### config.mk
export PLATFORM = sky130hd
export DESIGN_NAME = write_ptr_full
export DESIGN_NICKNAME = d
export VERILOG_FILES = /design/src/rtl/write_ptr_full.sv
export SDC_FILE = /design/constraint.sdc
export NUM_CORES = 1
export LEC_CHECK = 0
export CAP_MARGIN = 15
export CORE_ASPECT_RATIO = 1.2
export CORE_MARGIN = 2
export CORE_UTILIZATION = 47
export CTS_BUF_LIST = sky130_fd_sc_hd__clkbuf_8
export DETAILED_ROUTE_END_ITERATION = 10
export PLACE_DENSITY = 0.77
export SETUP_SLACK_MARGIN = 0.5
export SYNTH_ARGS = -nofsm -noshare
export SYNTH_HDL_FRONTEND = slang
export SYNTH_SLANG_ARGS = --single-unit
### constraint.sdc
create_clock -name write_clk -period 2.4 [get_ports write_clk]
set_input_delay 0.48 -clock write_clk [delete_from_list [all_inputs] [get_ports write_clk]]
set_output_delay 0.48 -clock write_clk [all_outputs]
set_load 0.02 [all_outputs]
### src/rtl/write_ptr_full.sv
// Write-domain side of an asynchronous FIFO: binary/Gray write pointer, read-pointer
// synchronizer, and registered full / almost-full / fill-level / sticky overflow flags.
module write_ptr_full #(
    parameter int address_width         = 4,
    parameter int almost_full_threshold = 14,
    parameter int sync_stages           = 2
) (
    input  logic                     write_clk,
    input  logic                     write_rst,
    input  logic                     wr,
    input  logic [address_width:0]   read_ptr_gray,
    input  logic                     clear_overflow,
    output logic [address_width-1:0] write_address,
    output logic [address_width:0]   write_ptr_gray,
    output logic                     full,
    output logic                     almost_full,
    output logic [address_width:0]   fill_level,
    output logic                     overflow
);

    localparam int AW = address_width;
    localparam logic [AW:0] AF_THRESHOLD = (AW+1)'(almost_full_threshold);

    function automatic logic [AW:0] gray_to_bin(input logic [AW:0] g);
        logic [AW:0] b;
        b[AW] = g[AW];
        for (int i = AW - 1; i >= 0; i--) begin
            b[i] = b[i+1] ^ g[i];
        end
        return b;
    endfunction

    logic [AW:0]                  bin_q, bin_d;
    logic [AW:0]                  gray_q, gray_d;
    logic [AW:0]                  level_q, level_d;
    logic [sync_stages-1:0][AW:0] sync_q;
    logic [AW:0]                  rq, rbin;
    logic                         full_q, full_d;
    logic                         af_q, af_d;
    logic                         ovf_q, ovf_d;
    logic                         accept;

    always_comb begin
        rq      = sync_q[sync_stages-1];
        rbin    = gray_to_bin(rq);
        accept  = wr & ~full_q;
        bin_d   = bin_q + {{AW{1'b0}}, accept};
        gray_d  = bin_d ^ (bin_d >> 1);
        // Fill is computed against the lagging synchronized read pointer, so it can only over-report.
        level_d = bin_d - rbin;
        full_d  = (gray_d == {~rq[AW:AW-1], rq[AW-2:0]});
        af_d    = (level_d >= AF_THRESHOLD);
        ovf_d   = ovf_q;
        if (wr && full_q) begin
            ovf_d = 1'b1;
        end else if (clear_overflow) begin
            ovf_d = 1'b0;
        end
    end

    always_ff @(posedge write_clk or posedge write_rst) begin
        if (write_rst) begin
            bin_q   <= '0;
            gray_q  <= '0;
            level_q <= '0;
            sync_q  <= '0;
            full_q  <= 1'b0;
            af_q    <= 1'b0;
            ovf_q   <= 1'b0;
        end else begin
            bin_q   <= bin_d;
            gray_q  <= gray_d;
            level_q <= level_d;
            sync_q  <= {sync_q[sync_stages-2:0], read_ptr_gray};
            full_q  <= full_d;
            af_q    <= af_d;
            ovf_q   <= ovf_d;
        end
    end

    assign write_address  = bin_q[AW-1:0];
    assign write_ptr_gray = gray_q;
    assign full           = full_q;
    assign almost_full    = af_q;
    assign fill_level     = level_q;
    assign overflow       = ovf_q;

endmodule

==> results.md <==
- CTS Buf Count: 3
- Final net count: 171
- Layout Area Growth over Synthesis: 58.2%
- Ys Warns: 0
- Arr. time, crit path: 2.63 ns
- Number of remaining DRC errors: 0
- Initial Util: 49.2%
- Clock Latency Late Sink: 0.27 ns
- Worst R2R Path Depth: 12
- Register Area: 678 µm²
- Violated checks: negative setup slack
- Worst setup margin: -0.0684 ns
- Synthesized net count: 115
- Clk buf depth: 2
- Multi-input logic area: 627 µm²
- Worst EP required: 2.57 ns
- RSZ-0062 raised after global routing: true
- Final instance area: 1950 µm²
- Antenna-violating nets left: 0
- H-tree depth: 1
- Crit start category: flip-flop
- MaxCap Viol Count: 0
- Final Skew: 0.00234 ns
- Vias per inst: 4.65
- Die ar.: 3040 µm²
- Seq/Total Area, Yosys: 54.9%
- Leakage: 0.922 nW
- Final Wtd Congestion: 0.745
- Clock-pin slew on the worst setup and hold paths: 0.08 ns
- P per Cell Area: 1600 nW/µm²
- Fin Setup TNS: -0.0908 ns
- Initial antenna violation count: 0
- # fillers: 148
- Ys flop type: dfrtp_1
- N_diodes: 0
- CTS tree: built
- Final Non-Filler Cells: 187
- Post-Syn Area: 1230 µm²
- Worst ir drop on vdd: 1.37 mV
- Hold/Removal Path Class: reg -> reg
- Crit Path Class: reg -> reg
- Worst-Margin Slew: 0.329 ns
- Hold Path Stages: 0
- Detailed Routing Iterations Pass 1: 4
- Power Total: 3.12 mW
- Post-Syn Instances: 99
- First-pass GRT wire length: 4.16 mm
- Max frequency: 405 MHz
- Vias in the first global route: 900
- Hpwl dp: 1.69 mm
- Clock sinks: 27
- Placed cell areas: 1670 µm²
- Initial DRC Count: 5
- # rows: 20
- Detailed Route WL: 2.53 mm
- Asr flop ratio synth: 100%
- Placed Instances: 171
- Die Width: 50.7 µm
- Avg Inst Size Synth: 12.4 µm²
- CORE AREA: 2500 µm²
- Critical path peak fanout: 2
- Period utilisation layout: 103%
- Gr usage total: 19.1%
- Post-route minimum period: 2.47 ns
- Slew HR: 78.1%
- Fin Hold WS: 0.355 ns
- Number of synthesized register bits: 27
- Status: complete, but fails checks
- Via count: 869
- Gr ovfl total: 0
- Final setup viols: 2
- Final Hold Violating Endpoints: 0
- Worst setup EP type: flip-flop
- Largest net degree at the start of global routing: 28
- EDFF count, synth: 0
- Die Span Y: 60.0 µm
- Number of port buffers: 25
- Routed wire per std cell: 13.5 µm
- Root buffer cell: clkbuf_8
- Share of cells above drive strength 1: 40.9%
- Slew Viols, Final: 0
- IO Pins: 26
- Library cells used by synthesis: 27
[flip-flops by register name, summed over array words and instances (netlist names)]
signal,count
bin_q,5
full,1
sync_q,5
rq,5
overflow,1
almost_full,1
fill_level,5
write_ptr_gray,4
[worst max-delay path, cell delays in order, from the launching register on]
cell and delay [ns]:
dfrtp_1 0.41, xnor2_2 0.24, xor2_2 0.19, xor2_1 0.18, buf_4 0.16, xnor2_2 0.07
ha_2 0.20, fa_2 0.35, inv_2 0.06, a21o_1 0.11, a21oi_2 0.07, xnor2_2 0.14
a31o_1 0.18
[layer usage]
| layer | vias up | routed length, µm | global-route usage (%) | part of all wire [%] |
|---|---|---|---|---|
| li1 | 425 | - | - | - |
| met1 | 416 | 970 | 22.9 | 38 |
| met2 | 24 | 1450 | 34.8 | 57 |
| met3 | 4 | 79 | 2.25 | 3.1 |
| met4 | 0 | 24 | 8.11 | 0.95 |
| met5 | - | 0 | 0 | 0 |
[final cells by class]
class,instances,share of cell area (%)
clock inverter,1,0.257
clock buffer,3,2.12
tap,33,2.12
inverter,10,1.93
timing repair buffer,56,26.5
sequential,27,34.9
multi-input combinational,57,32.2
[stage by stage]
step	utilization, %	setup WS [ns]
2_1_floorplan	-	0.0670
3_3_place_gp	66.8	-0.331
3_5_place_dp	66.8	-0.442
4_1_cts	73.3	-0.0778
5_1_grt	77.8	-0.212
6_report	77.8	-0.0684
[cells by family (layout without fill, tap and decap cells)]
family / after synthesis / count (layout) / share of synthesized area [%]
compound gates: 12 / 12 / 6.21
xor+xnor: 23 / 23 / 18.2
fa+ha+maj: 7 / 7 / 7.73
buf+inv: 15 / 70 / 5.39
flops: 27 / 27 / 54.9
simple gates: 15 / 15 / 7.53
[report_power, final]
group / total [mW] / internal (mW) / switching (mW) / leakage, nW
sequential: 0.755 / 0.627 / 0.129 / 0.318
combinational: 2.11 / 1.18 / 0.936 / 0.579
clock: 0.248 / 0.116 / 0.131 / 0.0255
total: 3.12 / 1.92 / 1.20 / 0.922
[final timing paths]
path	slack, ns	endpoint	from
max	-0.07	almost_full$_DFF_PP0_	rq[3]$_DFF_PP0_
min	0.35	rq[1]$_DFF_PP0_	sync_q[1]$_DFF_PP0_
max reg2reg	-0.07	almost_full$_DFF_PP0_	rq[3]$_DFF_PP0_
min reg2reg	0.35	rq[1]$_DFF_PP0_	sync_q[1]$_DFF_PP0_
max in group asynchronous	1.58	bin_q[2]$_DFF_PP0_	write_rst
min in group asynchronous	0.56	rq[4]$_DFF_PP0_	write_rst
[synthesized netlist by cell type (all sizes together), types with 2 or more instances]
library cell	count	area, µm²
nor2	2	7.51
nand2	4	15.0
buf	3	21.3
nand4b	2	17.5
clkbuf	2	7.51
a21oi	3	15.0
xor2	7	68.8
inv	10	37.5
ha	6	75.1
nand3	2	10.0
a21o	3	22.5
dfrtp	27	676
o21ai	3	15.0
xnor2	16	155
[placed cells by master (no fill, tap or decap), types with 4 or more instances in the layout]
cell type | Yosys | final
inv_1 | 10 | 6
xnor2_2 | 2 | 6
xnor2_1 | 14 | 9
dfrtp_1 | 27 | 25
inv_2 | 0 | 4
buf_4 | 0 | 27
clkdlybuf4s50_1 | 0 | 19
dlymetal6s2s_1 | 0 | 4
[timing repair]
action	CTS	global route
buffers inserted	6	6
hold endpoints to repair	0	0
gates resized for setup	16	15
setup endpoints to repair	11	10
pin swaps	14	13
hold buffers	0	0
Note: power is estimated with default switching activity, not from simulation.
